## src/rtl/synapse_accumulator.sv

```systemverilog
`default_nettype none
// ============================================================================
// Module   : synapse_accumulator
// Purpose  : Sums the stored weights of the spiking inputs and saturates the
//            result. The sum is presented with a valid/ready handshake.
//            The optional sparse scan is enabled by SYNAPSE_SPARSE_SCAN_EN.
// Revision : 1.0 - initial release
// ============================================================================
module synapse_accumulator #(
    parameter int N_INPUTS = 8,
    parameter int W_WIDTH  = 8,
    parameter int AW       = 3
) (
    input  logic                clk,
    input  logic                rst,
    input  logic [N_INPUTS-1:0] spike_in,
    input  logic                spike_valid,
    output logic                spike_ready,
    input  logic                wr_en,
    input  logic [AW-1:0]       wr_addr,
    input  logic [W_WIDTH-1:0]  wr_data,
    output logic [W_WIDTH-1:0]  weight_sum,
    output logic                sum_valid,
    input  logic                sum_ready
);

    localparam logic [1:0]         c_IDLE    = 2'd0;
    localparam logic [1:0]         c_ACCUM   = 2'd1;
    localparam logic [1:0]         c_DONE    = 2'd2;
    localparam logic [W_WIDTH-1:0] c_SAT_MAX = '1;

    logic [1:0]          r_state;
    logic [N_INPUTS-1:0] r_vec;
    logic [W_WIDTH-1:0]  r_acc;
    logic [W_WIDTH-1:0]  r_weight_sum;
    logic                r_sum_valid;
    logic [W_WIDTH-1:0]  r_weights [N_INPUTS];

    logic [AW-1:0]       w_idx;
    logic                w_hit;
    logic                w_last;
    logic [N_INPUTS-1:0] w_vec_next;
    logic [W_WIDTH:0]    w_add;
    logic [W_WIDTH-1:0]  w_acc_next;

    assign spike_ready = (r_state == c_IDLE) && !rst;
    assign weight_sum  = r_weight_sum;
    assign sum_valid   = r_sum_valid;

`ifdef SYNAPSE_SPARSE_SCAN_EN
    // Visit only set bits: lowest set index, then clear it from the vector.
    always_comb begin
        w_idx = '0;
        for (int i = N_INPUTS - 1; i >= 0; i--) begin
            if (r_vec[i]) w_idx = AW'(i);
        end
    end

    assign w_hit      = |r_vec;
    assign w_vec_next = r_vec & (r_vec - N_INPUTS'(1));
    assign w_last     = (w_vec_next == '0);
`else
    logic [AW-1:0] r_idx;

    assign w_idx      = r_idx;
    assign w_hit      = r_vec[r_idx];
    assign w_vec_next = r_vec;
    assign w_last     = (r_idx == AW'(N_INPUTS - 1));

    always_ff @(posedge clk) begin
        if (rst || r_state != c_ACCUM) begin
            r_idx <= '0;
        end else begin
            r_idx <= r_idx + AW'(1);
        end
    end
`endif

    // One extra carry bit detects overflow so the sum clamps instead of wrapping.
    assign w_add      = {1'b0, r_acc} + {1'b0, r_weights[w_idx]};
    assign w_acc_next = w_add[W_WIDTH] ? c_SAT_MAX : w_add[W_WIDTH-1:0];

    always_ff @(posedge clk) begin
        if (rst) begin
            r_state      <= c_IDLE;
            r_vec        <= '0;
            r_acc        <= '0;
            r_weight_sum <= '0;
            r_sum_valid  <= 1'b0;
        end else begin
            case (r_state)
                c_IDLE: begin
                    if (spike_valid) begin
                        r_vec   <= spike_in;
                        r_acc   <= '0;
                        r_state <= c_ACCUM;
                    end
                end
                c_ACCUM: begin
                    if (w_hit) r_acc <= w_acc_next;
                    r_vec <= w_vec_next;
                    if (w_last) begin
                        r_weight_sum <= w_hit ? w_acc_next : r_acc;
                        r_sum_valid  <= 1'b1;
                        r_state      <= c_DONE;
                    end
                end
                c_DONE: begin
                    if (sum_ready) begin
                        r_sum_valid <= 1'b0;
                        r_state     <= c_IDLE;
                    end
                end
                default: r_state <= c_IDLE;
            endcase
        end
    end

    // Reads in the same cycle see the pre-write value.
    always_ff @(posedge clk) begin
        if (rst) begin
            for (int i = 0; i < N_INPUTS; i++) r_weights[i] <= '0;
        end else if (wr_en && (int'(wr_addr) < N_INPUTS)) begin
            r_weights[wr_addr] <= wr_data;
        end
    end

endmodule
`default_nettype wire

```

## config.mk

```make
export PLATFORM = sky130hd
export DESIGN_NAME = synapse_accumulator
export DESIGN_NICKNAME = d
export VERILOG_FILES = /design/src/rtl/synapse_accumulator.sv
export SDC_FILE = /design/constraint.sdc
export NUM_CORES = 1
export LEC_CHECK = 0
export CAP_MARGIN = 20
export CORE_ASPECT_RATIO = 0.75
export CORE_MARGIN = 8
export CORE_UTILIZATION = 50
export DETAILED_ROUTE_END_ITERATION = 8
export GPL_TIMING_DRIVEN = 0
export PLACE_DENSITY_LB_ADDON = 0.3
export SLEW_MARGIN = 20
export SYNTH_ARGS = -nofsm -noshare
export SYNTH_HDL_FRONTEND = slang
export SYNTH_SLANG_ARGS = --single-unit
```

## constraint.sdc

```tcl
create_clock -name clk -period 11.92 [get_ports clk]
set_input_delay 2.384 -clock clk [delete_from_list [all_inputs] [get_ports clk]]
set_output_delay 2.384 -clock clk [all_outputs]
set_load 0.01 [all_outputs]
```

# Word level (Yosys, flattened, before mapping)
# Memories as Yosys holds them, arrays and structs flattened. A register that Yosys moved wholly into a read port is not among the register bits.
# Index checks and enable logic that the tools add are counted.
# W data, S select, Z words.
# word_totals
ff_bits	30
mem_bits_rw	64
out_inout_bits	10
wordCells	51
memories	1
# classes
add_sub_neg	2
magnitude_cmp	1
n_eq_ne	7
mux	22
n_reduce_logical	12
# mem_list
memory	words	width	read_ports	rd_ports_with_merged_regs	wr	line_no	text
r_weights	8	8	1	1	8	37	logic [W_WIDTH-1:0] r_weights [N_INPUTS];
# op_table
op	count
$mux W8	4
$pmux W8 S2	1
$add A8 B8 Y9	1
$mux W1	9
$reduce_or A8 Y1	1
$mux W2	3
$mux W3	2
$ne A2 B2 Y1 const B	3
$pmux W2 S3	1
$reduce_and A2 Y1	3
$reduce_and A3 Y1	2
$lt A3 B4 Y1 const B	1
$reduce_bool A2 Y1	2
$add A3 B1 Y3 const B	1
$bmux W1 S3	1
$eq A3 B3 Y1 const B	1
$eq A2 B1 Y1 const B	1
$eq A2 B2 Y1 const B	1
$logic_not A2 Y1	1
$ne A2 B1 Y1 const B	1
$pmux W1 S2	1
$logic_and A1 B1 Y1	1
$logic_not A1 Y1	1
$logic_or A1 B1 Y1	1

# Depth between registers and ports, before layout
# Gate-level depths: netlist of run 1.
# logic_depth
word_depth	5
mapped_depth	12
ltp_nobuf	9

# Worst setup path after synthesis of run 1
# No wires, ideal clock.
# synth_timing
path_type	input to output
startpoint	in rst
endpoint	out spike_ready
arrival_time_ps	3030
required_ps	9536
setup_slack_ps	6506
stages	3
path_cell_list	clkbuf_1 clkbuf_1 nor3_1
# synth_via
elab_chain_len	2
# synth_lines
element	line_no	text
start: declaration	15	input logic rst,
$logic_not A1 Y1	46	assign spike_ready = (r_state == c_IDLE) && !rst;
$logic_and A1 B1 Y1	46	
end: declaration	18	output logic spike_ready,
# No other way between the ends.

# Worst setup path in the final report of run 1
# Same ends and word-level chain as after synthesis.

==> results of run 1 <==
-- area by class of cell --
class                   count  area [µm²]
clock inverters             5        51.3
fillers                   747        3650
clock buffers              10         229
repair buffers             32         320
plain buffers              12        61.3
flip-flops and latches     94        2520
well taps                 112         140
multi-input cells         229        1870
inverters                   2        7.51
-- logic make-up after synthesis --
family,after synthesis,share of synthesized area [%]
flip-flops,94,56.5
buffers and inverters,14,1.54
adder cells (fa/ha/maj),11,3.25
multiplexers,36,13.7
AND/OR/NAND/NOR,137,17.5
XOR/XNOR,4,0.785
AO/OA/AOI/OAI,41,6.76
-- registers in the layout, indices dropped and copies added, names as in the netlist --
name	cells
r_weights	64
r_acc	8
r_state	2
weight_sum	8
sum_valid	1
r_idx	3
r_vec	8
-- path summary, 6_finish.rpt --
path / endpoint / slack [ns] / depth (start not counted)
min: weight_sum[1] / 0.43 / 2
max: spike_ready / 5.73 / 4
min reg2reg: weight_sum[1] / 0.43 / 2
max reg2reg: weight_sum[3] / 7.73 / 12
-- synthesized netlist by cell type (all sizes together), types with 2 or more instances --
master	n	share of area, %
inv	2	0.17
mux2i	9	2.3
or3	3	0.42
o2bb2ai	6	1.2
o311ai	2	0.39
a32oi	3	0.59
nor2	30	2.6
o21ai	6	0.67
a32o	3	0.67
edfxtp	64	43
a21o	4	0.67
nand3b	2	0.34
clkbuf	6	0.53
nand2	7	0.59
ha	10	2.8
and2	66	9.3
a31o	2	0.39
mux2	9	2.3
nand2b	12	1.7
a211oi	3	0.50
nor3	5	0.81
dfxtp	30	13
a21oi	7	0.78
xor2	3	0.59
buf	6	0.84
or2	8	1.1
mux4	18	9.1
-- critical path, cell delays in order --
cell	delay, ns
sky130_fd_sc_hd__clkbuf_1	0.45
sky130_fd_sc_hd__clkbuf_1	0.40
sky130_fd_sc_hd__nor3_1	0.08
sky130_fd_sc_hd__clkdlybuf4s50_1	0.49
-- stage by stage --
step           hold WS [ns]  power [µW]
6_report              0.435         713
5_1_grt               0.458         736
4_1_cts               0.439         716
3_5_place_dp          0.431         444
3_3_place_gp          0.425         441
2_1_floorplan         0.452         419
-- layer usage --
metal / part of all wire (%) / track usage [%] / vias to the layer above
met1: 45 / 18.2 / 1322
li1: - / - / 1329
met4: 1.4 / 5.04 / 0
met2: 48 / 26.2 / 68
met5: 0 / 0 / -
met3: 5.5 / 4.46 / 14
-- power breakdown --
group          switching (µW)  internal, µW
combinational            34.4          32.1
clock                     116           160
sequential               5.84           365
==> flow_results.xml, run 1 <==
<?xml version="1.0" encoding="UTF-8"?>
<metrics>
  <group name="status">
    <metric name="result_of_the_run" unit="">finished, final reports clean</metric>
  </group>
  <group name="grt">
    <metric name="grt_max_degree" unit="">15</metric>
    <metric name="vias_in_the_first_global_route" unit="">2901</metric>
    <metric name="grt_pass1_wl" unit="µm">14700</metric>
    <metric name="global_route.overflow_total" unit="">0</metric>
    <metric name="grt.total_usage" unit="%">15.3</metric>
    <metric name="initial_antenna_violation_count" unit="">0</metric>
  </group>
  <group name="die">
    <metric name="floorplan.initialDensity" unit="%">50.4</metric>
    <metric name="floorplan.die_area" unit="µm²">12200</metric>
    <metric name="fp.coreArea" unit="µm²">8860</metric>
    <metric name="io_pins" unit="">34</metric>
    <metric name="chipWidth" unit="µm">125</metric>
    <metric name="die_boundary_height" unit="µm">97.8</metric>
    <metric name="rows" unit="">30</metric>
  </group>
  <group name="timing">
    <metric name="final.setup_skew" unit="ns">0.00570</metric>
    <metric name="timing.setup.tns" unit="ns">0</metric>
    <metric name="max_freq" unit="GHz">0.161</metric>
    <metric name="min_period_over_period" unit="%">52.0</metric>
    <metric name="worst_slack" unit="ns">5.73</metric>
    <metric name="report.final.slew_viol_count" unit="">0</metric>
    <metric name="final-setup-viol-count" unit="">0</metric>
    <metric name="slew_headroom" unit="%">39.8</metric>
    <metric name="grt_setup_unrepaired" unit="">false</metric>
    <metric name="timing_worst_slew_pin_value" unit="ns">0.897</metric>
    <metric name="finalWorstPathRequiredPeriod" unit="ns">6.19</metric>
    <metric name="final-hold-violation-count" unit="">0</metric>
  </group>
  <group name="clock_network">
    <metric name="cts_htree_levels" unit="">3</metric>
    <metric name="clock_insertion_delay_worst_skew" unit="ns">0.34</metric>
    <metric name="postcts_resize_cnt" unit="">0</metric>
    <metric name="cts_tree" unit="">built</metric>
    <metric name="post_cts_hold_buffer_count" unit="">0</metric>
    <metric name="cts.path.max_buffers" unit="">2</metric>
    <metric name="clockRootBuffer" unit="">sky130_fd_sc_hd__clkbuf_16</metric>
    <metric name="cts_bufs_inserted" unit="">9</metric>
    <metric name="worst_setup_hold_path_clk_slew" unit="ns">0.06</metric>
    <metric name="cts.repair_timing.setup_buffer_count" unit="">0</metric>
    <metric name="tritoncts_num_sinks" unit="">94</metric>
  </group>
  <group name="critical_path">
    <metric name="crit_start" unit="">rst</metric>
    <metric name="cp_data_arrival_time" unit="ns">3.81</metric>
    <metric name="timing.rr.start" unit="">r_idx[0]</metric>
    <metric name="setup.worst_path.start_class" unit="">input pin</metric>
    <metric name="cp_max_fo" unit="">10</metric>
    <metric name="endpoint_kind" unit="">output port</metric>
    <metric name="worstPathRequired" unit="ns">9.54</metric>
    <metric name="crit_type" unit="">input pin to output port</metric>
  </group>
  <group name="routing">
    <metric name="detail_route.wl_per_cell" unit="µm">18.2</metric>
    <metric name="first_pass_iters" unit="">4</metric>
    <metric name="viasPerCell" unit="">5.51</metric>
    <metric name="drt.antenna.violating_nets" unit="">0</metric>
    <metric name="dr_total_vias" unit="">2733</metric>
    <metric name="wl" unit="µm">9050</metric>
    <metric name="initialDrtViolationCount" unit="">213</metric>
    <metric name="remaining_design_rule_violation_count" unit="">0</metric>
  </group>
  <group name="placement">
    <metric name="finalWeightedCongestion" unit="">0.752</metric>
    <metric name="dp_hpwl" unit="µm">6470</metric>
    <metric name="post-place-cells" unit="">481</metric>
    <metric name="buffer_ports.inserted" unit="">32</metric>
    <metric name="dp_slack" unit="ns">5.72</metric>
    <metric name="dpl-instance-area" unit="µm²">4920</metric>
  </group>
  <group name="finish">
    <metric name="final_cells" unit="">496</metric>
    <metric name="layout_commonest_cell" unit="">sky130_fd_sc_hd__and2_1</metric>
    <metric name="flow.area_growth_from_synthesis" unit="%">16.6</metric>
    <metric name="antenna-diode-count" unit="">0</metric>
    <metric name="fin_util" unit="%">58.7</metric>
    <metric name="final_layout_size_suffix_gt1_share" unit="%">15.6</metric>
    <metric name="leading_cell_types_in_the_layout_fill_and_taps_excluded" unit="">sky130_fd_sc_hd__and2_1 (66), sky130_fd_sc_hd__edfxtp_1 (64), sky130_fd_sc_hd__clkdlybuf4s50_1 (32)</metric>
    <metric name="layout.nets" unit="">415</metric>
    <metric name="final_cell_area" unit="µm²">5200</metric>
  </group>
  <group name="synth">
    <metric name="synth_flop_type" unit="">sky130_fd_sc_hd__edfxtp_1</metric>
    <metric name="syn-num-nets" unit="">372</metric>
    <metric name="synth.distinct_cells" unit="">46</metric>
    <metric name="yosysSeqAreaShare" unit="%">56.5</metric>
    <metric name="yosysWarningCount" unit="">0</metric>
    <metric name="netlist_instances" unit="">337</metric>
    <metric name="synth_edf_count" unit="">64</metric>
    <metric name="syn_area_per_cell" unit="µm²">13.2</metric>
    <metric name="yosys_register_bits" unit="">94</metric>
    <metric name="netlist_area" unit="µm²">4460</metric>
    <metric name="asyncSetResetFlopFracSynth" unit="%">0</metric>
  </group>
  <group name="worst_hold_path">
    <metric name="holdCritStartpoint" unit="">weight_sum[1]</metric>
    <metric name="hold_path.class" unit="">flop to flop</metric>
  </group>
  <group name="pwr">
    <metric name="total_leakage_power" unit="µW">0.00192</metric>
    <metric name="vdd_ir_drop_max" unit="V">0.0000774</metric>
    <metric name="power_density" unit="nW/µm²">137</metric>
  </group>
  <group name="flow_run">
    <metric name="cap_violations" unit="">0</metric>
  </group>
</metrics>
Power figures use the tool's default switching activity.
==> inputs of run 2 (changes only) <==
- clock period: 11.92 -> 6.2 ns (I/O delays scaled with it)
==> results of run 2 <==
Same layout as run 1 (identical final DEF). Status: finished, final reports clean.
Main changes from that run: setup slack after placement 5.72 ns -> 1.97 ns; setup slack after layout 5.73 ns -> 2.01 ns; start point of the critical path rst -> r_idx[0]; end point of the critical path spike_ready -> weight_sum[3]; register-to-register setup slack 7.73 ns -> 2.01 ns; total power 713 µW -> 1370 µW; worst IR drop on VDD 0.0000774 V -> 0.000149 V
